<file path="config.mk">
export PLATFORM = sky130hd
export DESIGN_NAME = mig_chain_eval_flat
export DESIGN_NICKNAME = d
export VERILOG_FILES = /design/src/rtl/mig_chain_eval_if.sv /design/src/rtl/mig_chain_eval.sv /design/src/flat_wrapper.sv
export SDC_FILE = /design/constraint.sdc
export NUM_CORES = 1
export LEC_CHECK = 0
export ABC_CLOCK_PERIOD_IN_PS = 8200
export CAP_MARGIN = 20
export CORE_MARGIN = 4
export CORE_UTILIZATION = 35
export DETAILED_ROUTE_END_ITERATION = 8
export SLEW_MARGIN = 20
export SYNTH_ARGS = -nofsm -noshare
export SYNTH_HDL_FRONTEND = slang
export SYNTH_SLANG_ARGS = --single-unit
export TNS_END_PERCENT = 100
</file>
<file path="constraint.sdc">
create_clock -name clk -period 8.2 [get_ports clk]
set_input_delay 1.64 -clock clk [delete_from_list [all_inputs] [get_ports clk]]
set_output_delay 1.64 -clock clk [all_outputs]
set_load 0.05 [all_outputs]
</file>
<file path="src/rtl/mig_chain_eval_if.sv">
// Bundle of config, control and result signals for mig_chain_eval.
// Defining MIG_TT_COMPARE_EN adds the tt_expect / match pair.
interface mig_chain_eval_if #(
  parameter int NIN    = 4,
  parameter int NGATES = 6
);
  localparam int TW = 1 << NIN;
  localparam int SW = $clog2(1 + NIN + NGATES);
  localparam int FW = SW + 1;
  localparam int AW = $clog2(NGATES + 1);

  logic          cfg_we;
  logic [AW-1:0] cfg_addr;
  logic [3*FW-1:0] cfg_data;
  logic          cfg_err;
  logic          start;
  logic          busy;
  logic          done;
  logic [TW-1:0] tt;
`ifdef MIG_TT_COMPARE_EN
  logic [TW-1:0] tt_expect;
  logic          match;

  modport master (output cfg_we, cfg_addr, cfg_data, start, tt_expect,
                  input  cfg_err, busy, done, tt, match);
  modport slave  (input  cfg_we, cfg_addr, cfg_data, start, tt_expect,
                  output cfg_err, busy, done, tt, match);
`else
  modport master (output cfg_we, cfg_addr, cfg_data, start,
                  input  cfg_err, busy, done, tt);
  modport slave  (input  cfg_we, cfg_addr, cfg_data, start,
                  output cfg_err, busy, done, tt);
`endif
endinterface

</file>
<file path="src/rtl/mig_chain_eval.sv">
// Run-time programmable majority-inverter chain; sweeps all minterms, one per cycle, into tt.
// Optional MIG_TT_COMPARE_EN adds a registered tt == tt_expect flag.
module mig_chain_eval #(
  parameter int NIN    = 4,
  parameter int NGATES = 6
) (
  input logic             clk,
  input logic             rst,
  mig_chain_eval_if.slave bus
);
  localparam int TW = 1 << NIN;
  localparam int SW = $clog2(1 + NIN + NGATES);
  localparam int FW = SW + 1;
  localparam int AW = $clog2(NGATES + 1);
  localparam int LW = SW + 1;
  localparam int MW = NIN + 1;
  localparam int NS = 1 << SW;
  localparam logic [AW-1:0] OUT_ADDR = AW'(NGATES);
  localparam logic [MW-1:0] M_LAST   = MW'(TW - 1);
  localparam logic [LW-1:0] X_BASE   = LW'(NIN + 1);

  typedef enum logic [1:0] {IDLE, RUN, DONE} state_t;

  state_t          state;
  logic [MW-1:0]   m;
  logic [3*FW-1:0] cfg [NGATES+1];
  logic            out_bit;
  logic            bad;
  logic [LW-1:0]   lim;
  logic [TW-1:0]   tt_nxt;

  // Signals are built up in index order, so each gate only sees earlier ones.
  always_comb begin : eval
    logic [NS-1:0] s;
    logic a, b, c;
    s = '0;
    s[NIN:1] = m[NIN-1:0];
    for (int j = 0; j < NGATES; j++) begin
      a = s[cfg[j][SW-1:0]]       ^ cfg[j][FW-1];
      b = s[cfg[j][FW +: SW]]     ^ cfg[j][2*FW-1];
      c = s[cfg[j][2*FW +: SW]]   ^ cfg[j][3*FW-1];
      s[NIN+1+j] = (a & b) | (a & c) | (b & c);
    end
    out_bit = s[cfg[NGATES][SW-1:0]] ^ cfg[NGATES][FW-1];
  end

  always_comb begin
    tt_nxt = bus.tt;
    tt_nxt[m[NIN-1:0]] = out_bit;
  end

  // The output selector's limit falls out of the same formula with addr = NGATES.
  always_comb begin
    lim = X_BASE + LW'(bus.cfg_addr);
    bad = (bus.cfg_addr > OUT_ADDR) || (state == RUN);
    for (int f = 0; f < 3; f++) begin
      if ((f == 0 || bus.cfg_addr != OUT_ADDR) &&
          ({1'b0, bus.cfg_data[f*FW +: SW]} >= lim))
        bad = 1'b1;
    end
  end

  always_ff @(posedge clk or posedge rst) begin
    if (rst) begin
      state       <= IDLE;
      m           <= '0;
      bus.tt      <= '0;
      bus.busy    <= 1'b0;
      bus.done    <= 1'b0;
      bus.cfg_err <= 1'b0;
      for (int k = 0; k <= NGATES; k++) cfg[k] <= '0;
`ifdef MIG_TT_COMPARE_EN
      bus.match   <= 1'b0;
`endif
    end else begin
      bus.cfg_err <= bus.cfg_we && bad;
      if (bus.cfg_we && !bad) cfg[bus.cfg_addr] <= bus.cfg_data;
      case (state)
        IDLE: begin
          if (bus.start) begin
            state    <= RUN;
            m        <= '0;
            bus.tt   <= '0;
            bus.busy <= 1'b1;
`ifdef MIG_TT_COMPARE_EN
            bus.match <= 1'b0;
`endif
          end
        end
        RUN: begin
          bus.tt <= tt_nxt;
          if (m == M_LAST) begin
            state    <= DONE;
            bus.busy <= 1'b0;
            bus.done <= 1'b1;
`ifdef MIG_TT_COMPARE_EN
            bus.match <= (tt_nxt == bus.tt_expect);
`endif
          end else begin
            m <= m + 1'b1;
          end
        end
        DONE: begin
          bus.done <= 1'b0;
          state    <= IDLE;
        end
        default: state <= IDLE;
      endcase
    end
  end
endmodule

</file>
<file path="src/flat_wrapper.sv">
// flat-port wrapper written by rule: the top's interface ports become plain ports
module mig_chain_eval_flat 
#(
  parameter int NIN    = 4,
  parameter int NGATES = 6
)
  (clk, rst, bus_cfg_we, bus_cfg_addr, bus_cfg_data, bus_start, bus_cfg_err, bus_busy, bus_done, bus_tt);
  mig_chain_eval_if #(.NIN(NIN), .NGATES(NGATES)) bus_i ();
  input logic clk;
  input logic rst;
  input wire logic [$bits(bus_i.cfg_we)-1:0] bus_cfg_we;
  input wire logic [$bits(bus_i.cfg_addr)-1:0] bus_cfg_addr;
  input wire logic [$bits(bus_i.cfg_data)-1:0] bus_cfg_data;
  input wire logic [$bits(bus_i.start)-1:0] bus_start;
  output wire logic [$bits(bus_i.cfg_err)-1:0] bus_cfg_err;
  output wire logic [$bits(bus_i.busy)-1:0] bus_busy;
  output wire logic [$bits(bus_i.done)-1:0] bus_done;
  output wire logic [$bits(bus_i.tt)-1:0] bus_tt;
  assign bus_i.cfg_we = bus_cfg_we;
  assign bus_i.cfg_addr = bus_cfg_addr;
  assign bus_i.cfg_data = bus_cfg_data;
  assign bus_i.start = bus_start;
  assign bus_cfg_err = bus_i.cfg_err;
  assign bus_busy = bus_i.busy;
  assign bus_done = bus_i.done;
  assign bus_tt = bus_i.tt;
  mig_chain_eval #(.NIN(NIN), .NGATES(NGATES)) u_core (.clk(clk), .rst(rst), .bus(bus_i));
endmodule
</file>
==> results.md, run 1 <==
* Area share of the largest cell type after synthesis at 41.5%
* Number of I/O pins at 41
* Type of the worst min-delay path: flop to flop
* Unrepaired setup endpoints after global routing: false
* Library cells used by synthesis at 76
* TritonCTS Buffers at 17
* TritonCTS clock tree: built
* Starting DRT DRC Count at 456
* Antenna violations before repair at 0
* Tightest slew margin relative to the limit at 35.2%
* First-pass GRT wire length at 31100 um
* Number of instances in the synthesized netlist at 713
* Share of async-settable or async-resettable flops after synthesis at 100%
* Placed Instances at 1004
* Summed negative setup slack over all endpoints at 0 ns
* Biggest area consumer among synthesized cells: sky130_fd_sc_hd__dfrtp_1
* DRC violation count after routing at 0
* Share of synthesized area occupied by flip-flops and latches at 41.5%
* Placeable core region at 0.0204 mm2
* Vias in the first global route at 5527
* Fraction of layout cells with a size suffix above 1 at 23.4%
* Weighted congestion reported at the end of routability-driven placement at 0.819
* Count of synthesis-stage warnings from yosys at 0
* Post-Route Skew at 0.00593 ns
* Buffer cell driving the clock tree root: sky130_fd_sc_hd__clkbuf_16
* Largest stage delay, worst path at 0.65 ns
* Cells resized by post-CTS repair at 0
* Number of buffers inserted by post-CTS setup repair at 0
* Avg Inst Size Synth at 10.2 um2
* Top cell by count, worst path: sky130_fd_sc_hd__nor2_1
* Element type at the critical path start: flop
* CTS H-tree depth at 4
* Power density relative to cell area at 364 mW/mm2
* Maximum number of pins on one net before global-route repair at 76
* Met3 Resource Use GR at 3.78%
* Maximum clock rate at 0.159 GHz
* Sum of net half-perimeters after detailed placement at 12900 um
* Most frequent cells in the layout: 121 x sky130_fd_sc_hd__dfrtp_1, 82 x sky130_fd_sc_hd__mux2_2, 49 x sky130_fd_sc_hd__nor2_1
* Met1 usage in global routing at 23.7%
* Endpoints failing hold at 0
* Cell at the slowest stage of the critical path: sky130_fd_sc_hd__a21oi_2
* Total routed wirelength at 19300 um
* Clock network latency to the later pin of the worst-skew pair at 0.42 ns
* Critical Path RT at 8.50 ns
* Input/output buffers at 40
* Max-cap viol count at 0
* Vias per Instance at 5.60
* DIE AREA at 0.0232 mm2
* Routed length per instance at 18.7 um
* Register bit count reported by yosys at 121
* Busiest grt layer: met2
* Maximum resistive drop on vdd at 172 uV
* Post-Synthesis Net Count at 754
* Run status: finished, final reports clean
* Fill cells at 1925
* Antenna Nets Post-Route at 0
* Grt ovf at 0
* Final design instance area without fill at 0.00866 mm2
* Count of flip-flops with a built-in enable after synthesis at 0
* Tmin final at 6.30 ns
* Final setup violation count at 0
* Most common flop cell mapped by yosys: sky130_fd_sc_hd__dfrtp_1
* Transition time of the tightest slew-check pin at 0.973 ns
* Dpl cell area at 0.00799 mm2
* Period Utilization, post-route at 76.8%
* Chip Width at 152 um
* Critical path type: flop to flop
* Gr usage total at 16.9%
* CTS Sinks at 121
* Worst setup EP type: flop
* Leakage dissipation at 0.00369 uW
* Total count of max-transition violations in the final report at 0
* Fraction of met2 tracks used by global routing at 25.9%
* Ordered cell list for the critical path: mux2_4 > a221oi_4 > o31a_4 > o22ai_1 > a2111oi_2 > nor3_2 > nor2_1 > a221o_1 > a211oi_2 > maj3_4 > mux4_2 > a211o_1 > o31a_1 > and3_4 > nor4_4 > nor2_1 > o31ai_1 > nand3b_1 > a21oi_2 > o21a_1 > o21ai_2
* Count of antenna diodes in the layout at 0
* Final cell count without fillers at 1036
* Initial cell density of the core at 35.8%
* Clock slew at reported path FFs at 0.05 ns
* Number of vias after detailed routing at 5799
* Most common cell after layout, fill and taps aside: sky130_fd_sc_hd__dfrtp_1
* # hold bufs at CTS at 0
* Synthesis-to-finish area growth at 18.7%
* Top cells by area, synth: sky130_fd_sc_hd__dfrtp_1 42%, sky130_fd_sc_hd__mux2_2 13%, sky130_fd_sc_hd__ha_1 3.3%
* Nets at 794
* Crit path max fanout at 16
* Data arrival at the endpoint of the critical path at 6.60 ns
* Synthesized cell area at 0.00729 mm2
* # rows at 52
* Drt first pass iters at 5
* Maximum clock path buffer count at 2
* Die height at 152 um
==> worst paths after layout <==
check | slack [ns] | depth (start not counted) | from | to
max | 1.90 | 21 | u_core.m[0] | u_core.bus.tt[8]
max in group asynchronous | 5.14 | 3 | rst | u_core.cfg[61]
min | 0.50 | 1 | u_core.cfg[68] | u_core.cfg[68]
min reg2reg | 0.50 | 1 | u_core.cfg[68] | u_core.cfg[68]
max reg2reg | 1.90 | 21 | u_core.m[0] | u_core.bus.tt[8]
min in group asynchronous | 1.66 | 2 | rst | u_core.bus.done
==> power by group <==
group | leakage [uW] | switching [uW] | internal (uW)
registers | 0.00157 | 182 | 762
logic | 0.00179 | 800 | 560
clock network | 0.000323 | 274 | 575
==> cell usage after synthesis (all sizes together) (3+ instances only) <==
cell type	n
nor4	8
clkbuf	22
nor3b	5
buf	10
nor2b	13
and2	3
o31a	11
mux2	84
nand4	10
a221oi	9
a21oi	30
o21a	16
or2	9
o22ai	4
nand2	45
a211oi	7
nand2b	10
o2111ai	4
or3	6
dfrtp	121
and3	6
mux4	4
nor3	8
o21ai	63
nor2	49
a31oi	7
nand3	33
a221o	3
xor2	5
inv	29
a311oi	3
a21o	3
a211o	6
ha	19
mux2i	15
o211ai	6
==> layout make-up <==
cell class / count / area [um2] / share of cell area, %
multi-input cells: 531 / 4020 / 46.4
flip-flops and latches: 121 / 3030 / 35.0
repair buffers: 53 / 498 / 5.75
clock buffers: 19 / 443 / 5.12
well taps: 270 / 338 / 3.90
clock inverters: 13 / 224 / 2.59
inverters: 29 / 111 / 1.29
==> through the flow <==
step	util [%]	total power, uW	setup WS [ns]	hold WS [ns]
after floorplan	-	1940	2.56	0.473
after global placement	39.2	2280	1.94	0.492
after detailed placement	39.2	2300	1.95	0.491
after CTS	42.5	3170	1.92	0.504
after global routing	42.5	3350	1.48	0.525
final	42.5	3150	1.90	0.501
==> logic make-up (layout without fill, tap and decap cells) <==
| family | count (synthesis) | after routing | share of synthesized area [%] |
|---|---|---|---|
| DFF | 121 | 121 | 41.5 |
| xor gates and xnor gates | 5 | 5 | 0.600 |
| and+or+nand+nor | 211 | 211 | 15.4 |
| muxes | 103 | 103 | 16.4 |
| buffers and inverters | 61 | 114 | 3.50 |
| AOI/OAI and AO/OA | 191 | 191 | 19.1 |
| adders and majority gates | 21 | 21 | 3.60 |
==> worst max-delay path: cells and delay by family, from the launching register on <==
family                   cells  cell delay, ns
AND/OR/NAND/NOR              6            1.31
multiplexers                 2            0.83
adder cells (fa/ha/maj)      1            0.43
AO/OA/AOI/OAI               12            3.08
flip-flops                   1            0.50
==> registers in the layout, indices dropped and copies added (netlist names) <==
register and flops:
u_core.cfg 95, u_core.bus.tt 16, u_core.m 5, u_core.state 2
u_core.bus.busy 1, u_core.bus.cfg_err 1, u_core.bus.done 1
==> metal layers <==
metal	share of wire, %	wire length, um
met1	47	9110
met2	45	8710
met5	0	0
met3	5.7	1110
met4	2.1	410
Power figures use the tool's default switching activity.
==> inputs of run 2 (changes only) <==
--- a/config.mk
+++ b/config.mk
@@ -5,7 +5,7 @@
 export SDC_FILE = /design/constraint.sdc
 export NUM_CORES = 1
 export LEC_CHECK = 0
-export ABC_CLOCK_PERIOD_IN_PS = 8200
+export ABC_CLOCK_PERIOD_IN_PS = 6400
 export CAP_MARGIN = 20
 export CORE_MARGIN = 4
 export CORE_UTILIZATION = 35
==> constraint.sdc (replaced) <==
create_clock -name clk -period 6.4 [get_ports clk]
set_input_delay 1.28 -clock clk [delete_from_list [all_inputs] [get_ports clk]]
set_output_delay 1.28 -clock clk [all_outputs]
set_load 0.05 [all_outputs]
==> results.md, run 2 (synthesis gave the netlist of run 1 again) <==
* Run status: finished, final reports clean
* Leakage dissipation at 0.00370 uW
* Critical path launch point: u_core.cfg[101]
* Period Utilization, post-route at 92.5%
* DIE AREA at 0.0232 mm2
* Die height at 152 um
* Power density relative to cell area at 461 mW/mm2
* Routed length per instance at 18.7 um
* TritonCTS clock tree: built
* Critical Path RT at 6.70 ns
* Flip-flop count of the largest register, all copies and words added at 95
* Antenna violations before repair at 0
* Tmin final at 5.92 ns
* Clock slew at reported path FFs at 0.05 ns
* TritonCTS Buffers at 17
* Maximum number of pins on one net before global-route repair at 59
* Worst hold margin at 0.503 ns
* Critical path type: flop to flop
* Relative contribution of combinational cells to total power at 44.6%
* Weighted congestion reported at the end of routability-driven placement at 0.854
* Cell at the slowest stage of the critical path: sky130_fd_sc_hd__mux4_2
* Combined buffer and inverter count along the critical path at 2
* Vias in the first global route at 5513
* Total count of max-transition violations in the final report at 0
* Total routed wirelength at 19400 um
* Maximum resistive drop on vdd at 240 uV
* Worst setup EP type: flop
* Most frequent cells in the layout: 121 x sky130_fd_sc_hd__dfrtp_1, 82 x sky130_fd_sc_hd__mux2_2, 48 x sky130_fd_sc_hd__nor2_1
* Data arrival at the endpoint of the critical path at 6.22 ns
* FF-to-FF setup slack at 0.48 ns
* Worst-case reg-to-reg path depth at 23
* WHS Endpoint: u_core.cfg[73]
* First-pass GRT wire length at 31600 um
* Final design instance area without fill at 0.00867 mm2
* Power share of the clock group at 25.4%
* Endpoints failing hold at 0
* Type of the worst min-delay path: flop to flop
* Count of antenna diodes in the layout at 0
* Maximum clock path buffer count at 2
* Sum of net half-perimeters after detailed placement at 13000 um
* Max-cap viol count at 0
* Starting DRT DRC Count at 370
* CTS Sinks at 121
* Post-Route Skew at 0.00858 ns
* Final setup violation count at 0
* Switching fraction of total power at 40.3%
* Initial cell density of the core at 35.8%
* Kind of cell adding the most delay to the critical path: simple AND/OR/NAND/NOR gates
* DRC violation count after routing at 0
* Synthesis-to-finish area growth at 18.9%
* Drt first pass iters at 6
* Gr usage total at 17.2%
* Top cell by count, worst path: sky130_fd_sc_hd__a211oi_2
* Element type at the critical path start: flop
* Transition time of the tightest slew-check pin at 0.770 ns
* Fraction of layout cells with a size suffix above 1 at 24.0%
* Placeable core region at 0.0204 mm2
* Number of I/O pins at 41
* Clock network latency to the later pin of the worst-skew pair at 0.42 ns
* Dpl cell area at 0.00801 mm2
* Grt ovf at 0
* Antenna Nets Post-Route at 0
* Cell depth of the worst hold path at 1
* Input/output buffers at 40
* Cell-internal power at 2390 uW
* # hold bufs at CTS at 0
* Largest reg by FF count: u_core.cfg
* Most common cell after layout, fill and taps aside: sky130_fd_sc_hd__dfrtp_1
* Reg2reg end: u_core.bus.tt[12]
* Summed negative setup slack over all endpoints at 0 ns
* Chip Width at 152 um
* Crit path max fanout at 16
* Largest stage delay, worst path at 0.48 ns
* Tightest slew margin relative to the limit at 48.7%
* Sequential share of power at 30.0%
* Min-Delay Startpoint: u_core.cfg[73]
* # rows at 52
* Total net switching power at 1610 uW
* Number of vias after detailed routing at 5724
* R2R Path Start: u_core.cfg[101]
* Maximum clock rate at 0.169 GHz
* Nets at 798
* Buffer cell driving the clock tree root: sky130_fd_sc_hd__clkbuf_16
* Largest registers: u_core.cfg x95, u_core.bus.tt x16, u_core.m x5
* Unrepaired setup endpoints after global routing: false
* Ordered cell list for the critical path: mux2_2 > a221oi_2 > nor4_2 > nor4_1 > a2111oi_2 > nor3_2 > a22oi_2 > buf_4 > nor4b_1 > a211oi_2 > maj3_4 > mux4_2 > a211o_1 > o31a_1 > and3_4 > nor4_4 > nor2_1 > o211ai_1 > xor2_1 > a211oi_2 > mux2i_2 > buf_6 > o21ai_1
* Vias per Instance at 5.50
* CTS H-tree depth at 4
-- run 2: cell types whose count changed in the layout (fill, tap and decap cells not counted), sizes merged --
cell      previous run  this run
clkbuf              19        24
buf                 13        17
bufinv               6         4
clkinv               5         3
clkinvlp             2         1
-- run 2: how the worst max path moves through the flow --
stage / end / cells after the start / slack, ns
2_1_floorplan: u_core.bus.tt[1] / 23 / 0.76
5_1_grt: u_core.bus.tt[13] / 23 / 0.004
3_5_place_dp: u_core.bus.tt[10] / 22 / 0.37
4_1_cts: u_core.bus.tt[10] / 22 / 0.29
6_report: u_core.bus.tt[12] / 23 / 0.48
3_3_place_gp: u_core.bus.tt[10] / 22 / 0.47
-- run 2: final cells by class --
type / count / area [um2]
clock buffer: 24 / 472
clock inverter: 8 / 143
fill: 1977 / 11700
inverter: 29 / 111
multi-input combinational: 531 / 4050
sequential: 121 / 3030
tap: 270 / 338
timing repair buffer: 57 / 532
-- run 2: through the flow --
| stage | setup WS, ns | std cells | power, uW | utilization [%] |
|---|---|---|---|---|
| final | 0.482 | 1040 | 4000 | 42.6 |
| after global routing | 0.00371 | 1040 | 4270 | 42.6 |
| after CTS | 0.290 | 1039 | 3990 | 42.4 |
| after detailed placement | 0.370 | 1007 | 2960 | 39.4 |
| after global placement | 0.472 | 1007 | 2940 | 39.4 |
| after floorplan | 0.764 | 713 | 2490 | - |
-- run 2: what timing repair did --
item	in CTS	in global routing
setup endpoints to repair	0	16
gates resized for setup	0	7
buffers inserted	0	1
-- run 2: power by group through the flow --
stage	combinational, uW	sequential [uW]	clock (uW)
3_3_place_gp	1740	1200	0
4_1_cts	1760	1200	1030
5_1_grt	1970	1240	1070
6_report	1780	1200	1020
3_5_place_dp	1750	1210	0
2_1_floorplan	1230	1260	0
-- run 2: per-layer routing --
metal / GRT usage [%] / share of wire, % / vias up / wire [um]
met2: 26.7 / 45 / 151 / 8830
met1: 24.2 / 48 / 2796 / 9410
met5: 0 / 0 / - / 0
li1: - / - / 2749 / -
met3: 3.46 / 4.3 / 28 / 837
met4: 5.48 / 1.9 / 0 / 369
==> inputs of run 3 (changes only) <==
--- a/config.mk
+++ b/config.mk
@@ -10,6 +10,7 @@
 export CORE_MARGIN = 4
 export CORE_UTILIZATION = 35
 export DETAILED_ROUTE_END_ITERATION = 8
+export HOLD_SLACK_MARGIN = 0.05
 export SLEW_MARGIN = 20
 export SYNTH_ARGS = -nofsm -noshare
 export SYNTH_HDL_FRONTEND = slang
==> results of run 3 <==
Final layout, timing and power as in run 2 (identical DEF).
